$ cat src/rtl/joint_pwmdir_nch.sv
// Multi-channel PWM/DIR joint driver: shared period counter, signed duty latched only at period boundaries.
// Latency: a command seen on the last period cycle drives PWM from the next cycle; reversals add DEADTIME with PWM low.
// Backpressure: none; commands that change between boundaries are ignored.
module joint_pwmdir_nch #(
    parameter int CHANNELS   = 4,
    parameter int PWM_PERIOD = 1000,
    parameter int DEADTIME   = 50,
    parameter int CMD_WIDTH  = 32
) (
    input  logic                          clk,
    input  logic                          rst,
    input  logic [CHANNELS-1:0]           jointEnable,
    input  logic [CHANNELS*CMD_WIDTH-1:0] jointDutyCmd,
    output logic [CHANNELS*CMD_WIDTH-1:0] jointFeedback,
    output logic [CHANNELS-1:0]           DIR,
    output logic [CHANNELS-1:0]           PWM
);
    localparam int CNTW = $clog2(PWM_PERIOD);
    localparam int DW   = $clog2(PWM_PERIOD + 1);
    localparam int DTW  = (DEADTIME > 1) ? $clog2(DEADTIME) : 1;
    localparam int CW1  = CMD_WIDTH + 1;

    typedef enum logic [1:0] {IDLE, RUN, DEAD} state_t;

    logic [CNTW-1:0]             cnt;
    logic [CNTW-1:0]             cnt_nxt;
    logic                        boundary;
    state_t                      st       [CHANNELS];
    logic [DW-1:0]               duty     [CHANNELS];
    logic [DTW-1:0]              dcnt     [CHANNELS];
    logic signed [CMD_WIDTH-1:0] fb       [CHANNELS];
    logic [DW-1:0]               cmd_mag  [CHANNELS];
    logic [CHANNELS-1:0]         dir_done;
    logic [CHANNELS-1:0]         cmd_nz;
    logic [CHANNELS-1:0]         cmd_pos;

    assign boundary = (cnt == CNTW'(PWM_PERIOD - 1));
    assign cnt_nxt  = boundary ? '0 : cnt + CNTW'(1);

    for (genvar g = 0; g < CHANNELS; g++) begin : g_ch
        logic signed [CMD_WIDTH-1:0] cmd;
        logic signed [CMD_WIDTH:0]   cmd_ext;
        logic        [CMD_WIDTH:0]   cmd_abs;

        assign cmd        = jointDutyCmd[g*CMD_WIDTH +: CMD_WIDTH];
        // One extra bit so negating the most negative command cannot overflow.
        assign cmd_ext    = {cmd[CMD_WIDTH-1], cmd};
        assign cmd_abs    = cmd[CMD_WIDTH-1] ? -cmd_ext : cmd_ext;
        assign cmd_nz[g]  = |cmd;
        assign cmd_pos[g] = ~cmd[CMD_WIDTH-1] & (|cmd);
        assign cmd_mag[g] = (cmd_abs > CW1'(PWM_PERIOD)) ? DW'(PWM_PERIOD) : cmd_abs[DW-1:0];
        assign jointFeedback[g*CMD_WIDTH +: CMD_WIDTH] = fb[g];
    end

    always_ff @(posedge clk or posedge rst) begin
        if (rst) begin
            cnt      <= '0;
            DIR      <= '0;
            PWM      <= '0;
            dir_done <= '0;
            for (int i = 0; i < CHANNELS; i++) begin
                st[i]   <= IDLE;
                duty[i] <= '0;
                dcnt[i] <= '0;
                fb[i]   <= '0;
            end
        end else begin
            cnt <= cnt_nxt;
            for (int i = 0; i < CHANNELS; i++) begin
                if (!jointEnable[i]) begin
                    st[i]       <= IDLE;
                    PWM[i]      <= 1'b0;
                    duty[i]     <= '0;
                    dcnt[i]     <= '0;
                    dir_done[i] <= 1'b0;
                    fb[i]       <= '0;
                end else if (st[i] == DEAD && !dir_done[i]) begin
                    // Dead-time still running: only the DIR flip can happen here, never a resample.
                    PWM[i] <= 1'b0;
                    if (DEADTIME == 0 || dcnt[i] == DTW'(DEADTIME - 1)) begin
                        DIR[i]      <= ~DIR[i];
                        dir_done[i] <= 1'b1;
                    end else begin
                        dcnt[i] <= dcnt[i] + DTW'(1);
                    end
                end else if (boundary) begin
                    dcnt[i]     <= '0;
                    dir_done[i] <= 1'b0;
                    if (!cmd_nz[i]) begin
                        st[i]   <= IDLE;
                        PWM[i]  <= 1'b0;
                        duty[i] <= '0;
                        fb[i]   <= '0;
                    end else if (cmd_pos[i] == DIR[i]) begin
                        st[i]   <= RUN;
                        PWM[i]  <= 1'b1;
                        duty[i] <= cmd_mag[i];
                        fb[i]   <= cmd_pos[i] ? CMD_WIDTH'(cmd_mag[i]) : -CMD_WIDTH'(cmd_mag[i]);
                    end else begin
                        st[i]   <= DEAD;
                        PWM[i]  <= 1'b0;
                        duty[i] <= '0;
                        fb[i]   <= '0;
                    end
                end else begin
                    PWM[i] <= (st[i] == RUN) && (DW'(cnt_nxt) < duty[i]);
                end
            end
        end
    end
endmodule
$ cat config.mk
export PLATFORM = sky130hd
export DESIGN_NAME = joint_pwmdir_nch
export DESIGN_NICKNAME = d
export VERILOG_FILES = /design/src/rtl/joint_pwmdir_nch.sv
export SDC_FILE = /design/constraint.sdc
export NUM_CORES = 1
export LEC_CHECK = 0
export BUFFER_PORTS_ARGS = -buffer_cell sky130_fd_sc_hd__buf_2
export CORE_MARGIN = 2
export CORE_UTILIZATION = 35
export DETAILED_ROUTE_END_ITERATION = 10
export PLACE_DENSITY = 0.67
export SYNTH_ARGS = -nofsm -noshare
export SYNTH_HDL_FRONTEND = slang
export SYNTH_SLANG_ARGS = --single-unit
$ cat constraint.sdc
create_clock -name clk -period 7.85 [get_ports clk]
set_input_delay 1.57 -clock clk [delete_from_list [all_inputs] [get_ports clk]]
set_output_delay 1.57 -clock clk [all_outputs]
set_load 0.005 [all_outputs]
==> impl_metrics.json, run 1 <==
{
  "cp-end-kind": "flop",
  "clkSinkCount": 166,
  "vias_per_cell": 5.73,
  "drtIter0Drc": 1027,
  "clk_latency_ns": 0.44,
  "antenna_found_initial": 0,
  "place.port_buffers": 269,
  "synth.top_cell.area_share_pct": 31.1,
  "cts_root_buf": "clkbuf_16",
  "drc": 0,
  "die_area_sq_um": 39800,
  "cp-endpoint": "jointFeedback[72]$_DFFE_PP0P_",
  "start_kind": "primary input",
  "yosysWarnings": 0,
  "track_usage_pct": 20.9,
  "rr_worst_depth": 12,
  "hold_start": "jointFeedback[17]$_DFFE_PP0P_",
  "grt_pass1_wl_mm": 67.2,
  "utilization_pct": 40.7,
  "r2r_start": "cnt[0]$_DFF_PP0_",
  "hold_viol": 0,
  "nFillCells": 3917,
  "stdcell_count": 2369,
  "dr.pass1.iters": 7,
  "pin_count": 270,
  "cts_resized": 0,
  "place_inst": 2337,
  "die_w_um": 199,
  "diodes": 0,
  "min_path_type": "flop to flop",
  "nets": 2036,
  "synth_edf_count": 0,
  "clock.fmax_mhz": 172,
  "setup_viol": 0,
  "grt_overflow": 0,
  "ir_worst_vdd_mv": 0.0987,
  "final_cell_area_sq_um": 15300,
  "clockBufferDepth": 2,
  "grt_pass1_vias": 12700,
  "synth_top_cell_by_area": "dfrtp_1",
  "clkTransAtPathRegs_ns": 0.07,
  "start_util_pct": 35.5,
  "placed_area_sq_um": 14700,
  "fin_crit_sh_pct": 73.8,
  "seq_area_frac_synth_pct": 31.1,
  "ant_nets": 0,
  "min_period_ns": 5.80,
  "tns_ns": 0,
  "totalPowerFinal_mw": 2.00,
  "synth.area.top_cells": "dfrtp_1 (31%), nand2_1 (5.5%), ha_1 (5.3%)",
  "cap_violations": 0,
  "clock_skew_ns": 0.0137,
  "worstMarginPinSlew_ns": 1.27,
  "status": "completed",
  "maxSlewHeadroom_pct": 14.7,
  "startpoint": "jointDutyCmd[66]",
  "powerDensity_nw_per_um2": 130,
  "ys_ff_latch": 166,
  "maxSlewViolCount": 0,
  "synthFlopType": "dfrtp_1",
  "syn_area_per_cell_sq_um": 8.01,
  "r2r-end": "PWM[3]$_DFF_PP0_",
  "via_count": 13600,
  "core-area_sq_um": 37700,
  "synth_most_common_cell": "nand2_1",
  "setup_slack_ns": 2.05,
  "yosys-top-cells-count": "nand2_1 (195), dfrtp_1 (166), nor2_1 (134)",
  "crit_type": "primary input to flop",
  "synth_area_sq_um": 13400,
  "h-tree-depth": 4,
  "holdBufCountCts": 0,
  "wl_per_cell_um": 17.8,
  "numCtsBuffers": 17,
  "routed_wl_mm": 42.1,
  "grt_max_degree": 107,
  "place_hpwl_mm": 31.9,
  "synth_cell_types": 92,
  "rows": 71,
  "required_ns": 8.16,
  "path_max_fanout": 14,
  "syn_inst": 1668,
  "leakagePower_nw": 6.94,
  "hold_ws_ns": 0.467,
  "die_h_um": 199,
  "syn_to_final_growth_pct": 14.7,
  "synth_fp_nets": 1859,
  "reg2reg_slack_ns": 4.05,
  "pre_cts_slack_ns": 1.73,
  "cts_tree": "yes",
  "post_cts_buffers": 0,
  "synthArstFlopShare_pct": 100,
  "drive_gt1_share_pct": 19.4,
  "rsz0062_at_grt": "no",
  "gp_congestion": 0.928,
  "critPathArrivalTime_ns": 6.10
}
## state kept, by name, summed over array words and instances (netlist names)
signal         flops
st                 8
cnt               10
DIR                4
dcnt              24
jointFeedback     72
dir_done           4
duty              40
PWM                4
## how the worst min path moves through the flow
stage / endpoint / depth (start not counted)
floorplan: duty[25]$_DFFE_PP0P_ / 2
global placement: jointFeedback[17]$_DFFE_PP0P_ / 2
detailed placement: jointFeedback[17]$_DFFE_PP0P_ / 2
CTS: jointFeedback[17]$_DFFE_PP0P_ / 2
global route: jointFeedback[17]$_DFFE_PP0P_ / 2
finish: jointFeedback[17]$_DFFE_PP0P_ / 2
## worst max-delay path: stages
cell and delay, ns:
buf_2 0.16, nor4_4 0.71, nand2_1 0.35, or4_1 0.66, o32a_1 0.36, o22ai_1 0.22, nor3b_2 0.40, and2_0 0.38
nand2b_1 0.14, ha_1 0.23, nand3_1 0.12, nor2_1 0.07, nand2_1 0.12, or3_1 0.19, mux2i_1 0.20, o21ba_2 0.14
o21ai_0 0.06
## final cells by class
type / instances / area (sq um) / area share [%]
clock buffer: 17 / 425 / 2.78
clock inverter: 15 / 159 / 1.04
inverter: 88 / 335 / 2.19
multi-input combinational: 1296 / 8220 / 53.6
sequential: 166 / 4150 / 27.1
tap: 511 / 639 / 4.17
timing repair buffer: 276 / 1400 / 9.13
## cell usage in the layout, fill, tap and decap left out, types with 46 or more instances in the layout
cell       n
buf_2    269
nand2_1  195
dfrtp_1  166
nor2_1   134
o21ai_0  107
inv_1     86
nand3_1   76
nor3_1    62
a21oi_1   59
ha_1      57
nor4_1    46
## power breakdown
part           total (mW)        switching [mW]  internal [mW]
clock network       0.832                 0.406          0.425
logic               0.309                 0.211         0.0984
registers           0.855  0.000000000000000475          0.855
total                2.00                 0.617           1.38
## routing by layer
layer | GRT usage, % | vias up | part of all wire [%]
li1 | - | 6491 | -
met1 | 28.3 | 6535 | 45
met4 | 4.33 | 0 | 1.2
met3 | 3.32 | 45 | 5.7
met5 | 0 | - | 0
met2 | 35.1 | 501 | 48
## kinds of logic after synthesis
group	Yosys count	share of synthesized area [%]
buf+inv	206	7.54
mux	20	1.53
flops	166	31.1
xor+xnor	62	4.06
simple gates	741	29.1
fa+ha+maj	57	5.34
compound gates	416	21.4
(Power assumes the default switching activity.)
==> inputs of run 2 (changes only) <==
ABC_AREA = 1   (was not set)
PLACE_DENSITY = 0.69   (was 0.67)
clock period = 5.3 ns   (was 7.85 ns; I/O delays follow)
==> run 2 against run 1 <==
  * Design area grew 3.4%
  * Clock power grew 50%
  * Flip-flop and latch count is the same
  * Hold slack gained 0.011 ns
  * Combinational power grew 46%
  * Die area grew 3.3%
  * Clock skew is essentially flat
==> impl_metrics.json, run 2 <==
{
  "status": "completed",
  "hold_viol": 0,
  "track_usage_pct": 19.8,
  "grt_pass1_vias": 13600,
  "diodes": 0,
  "die_area_sq_um": 41100,
  "clock.fmax_mhz": 254,
  "drc": 0,
  "grt_max_degree": 167,
  "syn_area_per_cell_sq_um": 6.48,
  "grt_overflow": 0,
  "cp-end-kind": "flop",
  "cts_resized": 0,
  "totalPowerFinal_mw": 2.97,
  "antenna_found_initial": 2,
  "post_cts_buffers": 0,
  "min_path_type": "flop to flop",
  "synth_fp_nets": 2323,
  "yosys-top-cells-count": "nand2_1 (604), inv_1 (295), nor2_1 (246)",
  "rows": 72,
  "die_w_um": 203,
  "dr.pass1.iters": 8,
  "cts_root_buf": "clkbuf_16",
  "powerDensity_nw_per_um2": 188,
  "clk_latency_ns": 0.44,
  "synth_most_common_cell": "nand2_1",
  "largest_reg_flops": 72,
  "cts_tree": "yes",
  "ir_worst_vdd_mv": 0.192,
  "start_util_pct": 35.6,
  "place_hpwl_mm": 32.1,
  "ant_nets": 0,
  "nets": 2525,
  "drive_gt1_share_pct": 16.9,
  "h-tree-depth": 4,
  "leakagePower_nw": 8.53,
  "synth_top_cell_by_area": "dfrtp_1",
  "clkSinkCount": 166,
  "start_kind": "primary input",
  "synth.area.top_cells": "dfrtp_1 (30%), nand2_1 (16%), inv_1 (8.0%)",
  "place.port_buffers": 269,
  "synth_cell_types": 55,
  "fin_crit_sh_pct": 74.1,
  "die_h_um": 203,
  "final_cell_mix": "nand2_1 (604), inv_1 (294), buf_2 (269)",
  "clockBufferDepth": 2,
  "via_count": 14200,
  "maxSlewHeadroom_pct": 22.3,
  "rsz0062_at_grt": "no",
  "syn_to_final_growth_pct": 14.6,
  "worstMarginPinSlew_ns": 1.16,
  "drtIter0Drc": 873,
  "ys_ff_latch": 166,
  "clkTransAtPathRegs_ns": 0.07,
  "layout_commonest_cell": "nand2_1",
  "nFillCells": 4040,
  "syn_inst": 2132,
  "synth_area_sq_um": 13800,
  "grt_pass1_wl_mm": 67.3,
  "clock_skew_ns": 0.0138,
  "cap_violations": 0,
  "critPathArrivalTime_ns": 4.26,
  "maxSlewViolCount": 0,
  "synthFlopType": "dfrtp_1",
  "setup_viol": 0,
  "synth.top_cell.area_share_pct": 30.1,
  "min_period_ns": 3.93,
  "core-area_sq_um": 38800,
  "required_ns": 5.63,
  "tns_ns": 0,
  "seq_area_frac_synth_pct": 30.1,
  "wl_per_cell_um": 14.2,
  "vias_per_cell": 4.96,
  "gp_congestion": 0.914,
  "holdBufCountCts": 0,
  "numCtsBuffers": 17,
  "path_max_fanout": 46,
  "crit_type": "primary input to flop",
  "yosysWarnings": 0,
  "synthArstFlopShare_pct": 100,
  "pin_count": 270,
  "synth_edf_count": 0,
  "routed_wl_mm": 40.6
}
run 2: cell types whose count changed after synthesis, moves of 23 or more:
cell | before | now
nor2_1 | 134 | 246
nand3_1 | 76 | 190
nand2_1 | 195 | 604
nor2b_1 | 28 | 0
inv_1 | 87 | 295
nor4_1 | 47 | 6
a31oi_1 | 25 | 2
or3_1 | 26 | 0
xnor2_1 | 35 | 3
clkbuf_1 | 48 | 13
nor2_2 | 1 | 26
run 2: path summary, 6_finish.rpt:
check	endpoint	slack, ns	startpoint	cells after the start
worst max-delay path	jointFeedback[104]$_DFFE_PP0P_	1.37	jointDutyCmd[127]	25
worst min-delay path	jointFeedback[17]$_DFFE_PP0P_	0.48	jointFeedback[17]$_DFFE_PP0P_	2
worst max register to register	PWM[0]$_DFF_PP0_	1.53	cnt[0]$_DFF_PP0_	12
worst min register to register	jointFeedback[17]$_DFFE_PP0P_	0.48	jointFeedback[17]$_DFFE_PP0P_	2
max in group asynchronous	duty[9]$_DFFE_PP0P_	3.76	rst	3
min in group asynchronous	PWM[2]$_DFF_PP0_	0.87	rst	3
run 2: where the power goes:
group	switching, mW	internal, mW	total (mW)
logic	0.312	0.140	0.452
clock network	0.541	0.710	1.25
registers	0.00166	1.27	1.27
total	0.855	2.12	2.97
run 2: cells by family after synthesis:
group                      Yosys count  share of synthesized area, %
xor gates and xnor gates            44                          2.90
adders and majority gates           57                          5.16
and+or+nand+nor                   1234                          39.5
buffers and inverters              403                          12.8
DFF                                166                          30.1
AOI/OAI and AO/OA                  228                          9.54
run 2: stage by stage:
stage / util, % / hold slack (ns) / area, sq um / worst slack, ns / cells
after floorplan: - / 0.455 / 13800 / 1.75 / 2132
after detailed placement: 39.3 / 0.461 / 15300 / 0.977 / 2833
after CTS: 40.8 / 0.478 / 15800 / 1.43 / 2865
after global routing: 40.8 / 0.495 / 15800 / 0.863 / 2865
after global placement: 39.3 / 0.459 / 15300 / 1.02 / 2833
final: 40.8 / 0.478 / 15800 / 1.37 / 2865
run 2: cell type report:
class	instances	area, sq um	share of cell area, %
clock buffer	22	454	2.87
timing repair buffer	274	1400	8.81
sequential	166	4150	26.2
multi-input combinational	1563	7900	49.8
clock inverter	10	121	0.766
tap	518	648	4.09
inverter	312	1170	7.41
run 2: critical path, cell delays in order:
cell and delay [ns]:
buf_2 0.59, inv_2 0.26, nor2_1 0.15, nand2_1 0.06, nand2_1 0.08, inv_1 0.07, nor2_2 0.11, nand2_1 0.08
nor2_1 0.10, nand2_1 0.06, nor2_1 0.10, nand2_1 0.05, nand2_1 0.06, nand3_2 0.08, nor2_2 0.31, nand2_1 0.13
ha_1 0.23, nand2_1 0.08, inv_1 0.04, nand3_1 0.11, nor2_1 0.06, nand2_1 0.11, nand3_1 0.09, nand3_1 0.10
nand2_1 0.05
run 2: per-layer routing:
layer	vias to the layer above	GRT usage (%)	routed length [um]
li1	7218	-	-
met1	6550	26.9	18700
met2	385	32.8	19000
met3	58	3.03	2120
met4	4	5.14	774
met5	-	0	14
